--- src/rtl/complex_mac_issuer.sv ---
// Job sequencer for the complex multiply-add unit: issues operand packets under result-FIFO credit,
// collects in-order results and streams them to the sink. Optional watchdog: COMPLEX_MAC_ISSUER_TIMEOUT_EN.
module complex_mac_issuer #(
  parameter int LEN_W          = 16,
  parameter int RSP_FIFO_DEPTH = 4,
  parameter int TIMEOUT_CYCLES = 1024
) (
  input  logic             clk_i,
  input  logic             rst_i,
  input  logic             start_i,
  input  logic [LEN_W-1:0] cfg_len_i,
  input  logic             abort_i,
  output logic             busy_o,
  output logic             done_o,
  output logic [4:0]       status_acc_o,
  output logic             timeout_o,
  input  logic             src_valid_i,
  output logic             src_ready_o,
  input  logic [255:0]     src_data_i,
  output logic             req_valid_o,
  input  logic             req_ready_i,
  output logic [255:0]     req_operands_o,
  output logic             req_flush_o,
  input  logic             unit_busy_i,
  input  logic             rsp_valid_i,
  output logic             rsp_ready_o,
  input  logic [255:0]     rsp_result_i,
  input  logic [4:0]       rsp_status_i,
  output logic             dst_valid_o,
  input  logic             dst_ready_i,
  output logic [255:0]     dst_data_o,
  output logic             dst_last_o
);

  localparam int PTR_W = (RSP_FIFO_DEPTH > 1) ? $clog2(RSP_FIFO_DEPTH) : 1;

  typedef enum logic [1:0] {
    IDLE  = 2'd0,
    RUN   = 2'd1,
    DRAIN = 2'd2,
    ABORT = 2'd3
  } state_t;

  state_t           state;
  state_t           state_next;
  logic [LEN_W-1:0] len_q;
  logic [LEN_W-1:0] issued;
  logic [LEN_W-1:0] received;
  logic [LEN_W-1:0] pop_cnt;
  logic [LEN_W-1:0] outstanding;
  logic [LEN_W:0]   credit_sum;
  logic [255:0]     fifo_mem [RSP_FIFO_DEPTH];
  logic [PTR_W-1:0] wr_ptr;
  logic [PTR_W-1:0] rd_ptr;
  logic [PTR_W:0]   fifo_count;
  logic [4:0]       status_acc;
  logic             done_zero;
  logic             flush_q;
  logic             timeout_q;
  logic             active;
  logic             fifo_full;
  logic             fifo_empty;
  logic             credit_ok;
  logic             can_issue;
  logic             req_hs;
  logic             rsp_hs;
  logic             push;
  logic             pop;
  logic             final_pop;
  logic             abort_req;
  logic             wd_fire;
  logic             accept_start;
  logic             start_job;

  assign active       = (state == RUN) || (state == DRAIN);
  assign fifo_full    = (fifo_count == (PTR_W+1)'(RSP_FIFO_DEPTH));
  assign fifo_empty   = (fifo_count == '0);
  assign outstanding  = issued - received;
  assign credit_sum   = {1'b0, outstanding} + (LEN_W+1)'(fifo_count);
  assign credit_ok    = (credit_sum < (LEN_W+1)'(RSP_FIFO_DEPTH));
  assign can_issue    = (state == RUN) && credit_ok && (issued < len_q);
  assign accept_start = (state == IDLE) && start_i;
  assign start_job    = accept_start && (cfg_len_i != '0);
  assign abort_req    = active && (abort_i || wd_fire);

  // Request port is a pure pass-through of the source stream, gated by credit and job length.
  assign req_valid_o    = src_valid_i && can_issue;
  assign src_ready_o    = req_ready_i && can_issue;
  assign req_operands_o = (state == RUN) ? src_data_i : 256'd0;
  assign req_hs         = req_valid_o && req_ready_i;

  assign rsp_ready_o = (state == ABORT) || (active && !fifo_full);
  assign rsp_hs      = rsp_valid_i && rsp_ready_o;
  assign push        = rsp_hs && active;

  assign dst_valid_o = active && !fifo_empty;
  assign dst_data_o  = dst_valid_o ? fifo_mem[rd_ptr] : 256'd0;
  assign dst_last_o  = dst_valid_o && (pop_cnt == len_q - LEN_W'(1));
  assign pop         = dst_valid_o && dst_ready_i;
  assign final_pop   = pop && dst_last_o;

  assign busy_o       = (state != IDLE);
  assign done_o       = done_zero || (final_pop && !abort_req);
  assign req_flush_o  = flush_q;
  assign status_acc_o = status_acc;
  assign timeout_o    = timeout_q;

  always_ff @(posedge clk_i or posedge rst_i) begin
    if (rst_i) state <= IDLE;
    else       state <= state_next;
  end

  always_comb begin
    state_next = state;
    case (state)
      IDLE: begin
        if (start_job) state_next = RUN;
        else           state_next = IDLE;
      end
      RUN: begin
        if (abort_req)                                      state_next = ABORT;
        else if (req_hs && (issued + LEN_W'(1) == len_q))   state_next = DRAIN;
        else                                                state_next = RUN;
      end
      DRAIN: begin
        if (abort_req)      state_next = ABORT;
        else if (final_pop) state_next = IDLE;
        else                state_next = DRAIN;
      end
      // Hold until the flush pulse has gone out and the unit reports idle.
      ABORT: begin
        if (!unit_busy_i && !flush_q) state_next = IDLE;
        else                          state_next = ABORT;
      end
      default: state_next = IDLE;
    endcase
  end

  always_ff @(posedge clk_i or posedge rst_i) begin
    if (rst_i) begin
      len_q    <= '0;
      issued   <= '0;
      received <= '0;
      pop_cnt  <= '0;
    end else if (start_job) begin
      len_q    <= cfg_len_i;
      issued   <= '0;
      received <= '0;
      pop_cnt  <= '0;
    end else if (abort_req) begin
      issued   <= '0;
      received <= '0;
      pop_cnt  <= '0;
    end else begin
      if (req_hs) issued   <= issued + LEN_W'(1);
      if (push)   received <= received + LEN_W'(1);
      if (pop)    pop_cnt  <= pop_cnt + LEN_W'(1);
    end
  end

  always_ff @(posedge clk_i or posedge rst_i) begin
    if (rst_i) begin
      wr_ptr     <= '0;
      rd_ptr     <= '0;
      fifo_count <= '0;
    end else if (abort_req) begin
      wr_ptr     <= '0;
      rd_ptr     <= '0;
      fifo_count <= '0;
    end else begin
      if (push) wr_ptr <= wr_ptr + PTR_W'(1);
      if (pop)  rd_ptr <= rd_ptr + PTR_W'(1);
      case ({push, pop})
        2'b10:   fifo_count <= fifo_count + (PTR_W+1)'(1);
        2'b01:   fifo_count <= fifo_count - (PTR_W+1)'(1);
        default: fifo_count <= fifo_count;
      endcase
    end
  end

  // Storage array is never read while empty, so it needs no reset.
  always_ff @(posedge clk_i) begin
    if (push) fifo_mem[wr_ptr] <= rsp_result_i;
  end

  always_ff @(posedge clk_i or posedge rst_i) begin
    if (rst_i) begin
      status_acc <= 5'd0;
      done_zero  <= 1'b0;
      flush_q    <= 1'b0;
    end else begin
      done_zero <= accept_start && (cfg_len_i == '0);
      flush_q   <= abort_req;
      if (start_job)  status_acc <= 5'd0;
      else if (push)  status_acc <= status_acc | rsp_status_i;
    end
  end

`ifdef COMPLEX_MAC_ISSUER_TIMEOUT_EN
  localparam int WD_W = $clog2(TIMEOUT_CYCLES + 1);
  logic [WD_W-1:0] wd_cnt;

  assign wd_fire = active && (outstanding != '0) && !rsp_hs && (wd_cnt == WD_W'(TIMEOUT_CYCLES - 1));

  always_ff @(posedge clk_i or posedge rst_i) begin
    if (rst_i) begin
      wd_cnt    <= '0;
      timeout_q <= 1'b0;
    end else begin
      if (!active || rsp_hs || (outstanding == '0)) wd_cnt <= '0;
      else                                          wd_cnt <= wd_cnt + WD_W'(1);
      if (accept_start) timeout_q <= 1'b0;
      else if (wd_fire) timeout_q <= 1'b1;
    end
  end
`else
  // Watchdog not built; the expression is constant false for any legal limit.
  assign wd_fire   = (TIMEOUT_CYCLES < 0);
  assign timeout_q = 1'b0;
`endif

endmodule

--- config.mk ---
export PLATFORM = sky130hd
export DESIGN_NAME = complex_mac_issuer
export DESIGN_NICKNAME = d
export VERILOG_FILES = /design/src/rtl/complex_mac_issuer.sv
export SDC_FILE = /design/constraint.sdc
export NUM_CORES = 1
export LEC_CHECK = 0
export BUFFER_PORTS_ARGS = -buffer_cell sky130_fd_sc_hd__buf_2
export CAP_MARGIN = 20
export CORE_AREA = 4 4 415 417
export CTS_BUF_LIST = sky130_fd_sc_hd__clkbuf_2 sky130_fd_sc_hd__clkbuf_4 sky130_fd_sc_hd__clkbuf_8
export CTS_CLUSTER_SIZE = 25
export DETAILED_ROUTE_END_ITERATION = 7
export DIE_AREA = 0 0 419 421
export GPL_ROUTABILITY_DRIVEN = 0
export GPL_TIMING_DRIVEN = 0
export SKIP_CTS_REPAIR_TIMING = 1
export SLEW_MARGIN = 10
export SYNTH_ARGS = -nofsm -noshare
export SYNTH_HDL_FRONTEND = slang
export SYNTH_SLANG_ARGS = --single-unit
--- constraint.sdc ---
create_clock -name clk_i -period 10 [get_ports clk_i]
set_clock_uncertainty 0.2 [all_clocks]
set_input_delay 0 -clock clk_i [delete_from_list [all_inputs] [get_ports clk_i]]
set_output_delay 0 -clock clk_i [all_outputs]
set_load 0.01 [all_outputs]
==> run metrics <==
initial antenna violation count 108; CP Max Fanout 4; CTS tree built; top cells by area, synth edfxtp_1 (66%), mux4_2 (12%), and2_1 (7.0%), dfrtp_1 (4.3%), ha_1 (1.2%); total CTS buffers 186; Placed Instance Area 0.0551 mm2; WHS 0.0252 ns; VDD IR-drop max 158 uV; CTS sink count 1104; first-pass GRT wire length 257000 um; Top Ports 1068; Placeable Area 0.169 mm2; worst slew pin tran 1.06 ns; Root Driver clkbuf_8; static leakage 24.6 nW; Metal-1 WL 63000 um; final hold viol count 0; highest metal used met5; H-tree depth 4; synthesized cell area 0.0463 mm2; Buf/Inv on CP 3; DRT Pass-1 Iters 7; Initial Utilization 27.4%; initial DRC count 2409; final setup violating endpoints 0; chip height 421 um; register area share after synthesis 70.7%; total global-route track usage 21.4%; post-synthesis net count 3236; I/O Buffers 1066; top-count cell post-synth edfxtp_1; CP arrival 6.84 ns; Avg Synthesized Cell Area 17.5 um2; dpl hpwl 150000 um; final instance area 0.0654 mm2; crit path cell chain inv_1 -> ha_1 -> fa_1 -> xnor2_1 -> ha_1 -> nor4_1 -> o211ai_1 -> a21oi_1 -> or2b_1 -> or4_1 -> or4_1 -> or4_4 -> or4b_1 -> dlygate4sd3_1 -> a22o_1 -> dlygate4sd3_1; row cnt 151; final worst-path cycle share 62.4%; number of global-route vias before repair 30500; DR WL met2 102000 um; async set-reset flop share out of synthesis 7.25%; vias per cell 4.62; WL final 196000 um; share of layout cells above drive strength 1 35.8%; Synth top cells by count edfxtp_1 (1024), and2_1 (519), mux4_2 (256), clkbuf_1 (101), dfrtp_1 (80); nets 5116; FF+latch count, synth 1104; Clock transition at path regs 0.05 ns; post-route ant nets 0; hold depth 6; worst skew pair latency 0.92 ns; slowest stage delay, CP 0.57 ns; GRT overflow 0; Chip Width 419 um; PwrDens 216 mW/mm2; Layout area overhead 41.2%; Yosys cell types 65; area share of the largest cell type after synthesis 66.4%; Core Util, Final 38.8%; WL/cell 27.7 um; DR WL met3 13900 um; drt drc 0; Crit-path slowest cell dlygate4sd3_1; Max clock buf depth 3; RSZ-0062 raised after global routing false; crit path capture type flop; min cycle time layout 6.24 ns; Stages on worst setup path 16; Slew HR 29.4%; Slew Limit Fails 0; worst min path class input pin to flop; pin count of the biggest net entering global routing 60; crit start category flop; ys flop type edfxtp_1; Gate Count Post-Synth 2646; total power 14.1 mW; WS Path Type flop to flop; vias 32700; die area 0.176 mm2; Synth area leader edfxtp_1; MaxCap Viol Count 0; Ys Warns 0; Crit path max-delay family simple AND/OR/NAND/NOR gates; number of enable flip-flop cells after synthesis 1024; status finished, final reports clean; Max Freq 0.160 GHz; Worst R2R Path Depth 16; Critical Path RT 10.61 ns
worst paths after layout:
kind	start	endpoint	slack, ns
worst min register to register	status_acc_o[4]	status_acc_o[4]	0.31
worst max register to register	issued[0]	state[0]	3.76
worst max-delay path	issued[0]	state[0]	3.76
max in group asynchronous	rst_i	pop_cnt[12]	9.14
min in group asynchronous	rst_i	status_acc_o[4]	0.09
worst min-delay path	dst_ready_i	pop_cnt[1]	0.03
stage by stage:
stage / setup slack [ns] / instances / setup TNS, ns
4_1_cts: 4.63 / 6289 / 0
6_report: 3.76 / 7074 / 0
3_3_place_gp: -4.90 / 5930 / -4853.47
5_1_grt: 3.56 / 7043 / 0
3_5_place_dp: 4.65 / 5958 / 0
2_1_floorplan: 1.47 / 2646 / 0
tightest hold or removal path, delay by kind of cell:
| kind | cells | cell delay (ns) |
|---|---|---|
| AOI/OAI and AO/OA | 1 | 0.05 |
| buffers and inverters | 3 | 0.77 |
| and+or+nand+nor | 2 | 0.29 |
cells by family after synthesis:
group                      count (synthesis)  synth area share [%]
DFF                                     1104                  70.7
xor gates and xnor gates                  82                  1.55
adders and majority gates                 48                  1.33
muxes                                    259                  12.5
other                                      1               0.00810
and+or+nand+nor                          799                  10.1
buffers and inverters                    198                  1.63
AOI/OAI and AO/OA                        155                  2.12
sequential cells by signal, indices dropped and copies added (netlist names):
signal        flops
done_zero         1
fifo_count        3
fifo_mem       1024
issued           16
len_q            16
pop_cnt          16
rd_ptr            2
received         16
req_flush_o       1
state             2
status_acc_o      5
wr_ptr            2
routing by layer:
metal	GRT usage (%)	vias to the layer above
met2	37.5	1550
met3	6.71	474
met4	16.6	40
met5	0	-
li1	-	14200
met1	20.7	16500
report_power, final:
group | leakage [nW] | switching, mW | internal, mW | total (mW)
Clock | 1.99 | 1.88 | 2.23 | 4.11
Combinational | 12.3 | 2.71 | 1.93 | 4.64
Sequential | 10.3 | 0.0994 | 5.28 | 5.38
Total | 24.6 | 4.69 | 9.45 | 14.1
cell type report:
cell class | instances | area [um2]
antenna | 187 | 468
buffer | 146 | 571
clock buffer | 252 | 3090
clock inverter | 79 | 697
fill | 15800 | 103000
inverter | 52 | 198
multi-input combinational | 1344 | 12800
sequential | 1104 | 32800
tap | 2218 | 2780
timing repair buffer | 1692 | 12000
cell usage in the layout, fill, tap and decap left out, drive strengths merged, types with 11 or more instances in the layout:
master,Yosys,final
nor2,79,79
o21ai,42,42
clkbuf,101,353
or4,16,16
edfxtp,1024,1024
inv,52,63
dlygate4sd3,0,594
mux4,256,256
ha,46,46
a21oi,41,41
nand2,58,58
or3,13,13
buf,45,1143
nand4,14,14
and2,519,519
nor4,11,11
xor2,29,29
o211ai,12,12
diode,0,187
dfrtp,80,80
clkinv,0,59
nor3,23,23
xnor2,53,53
nand3,28,28
Power figures use the tool's default switching activity.
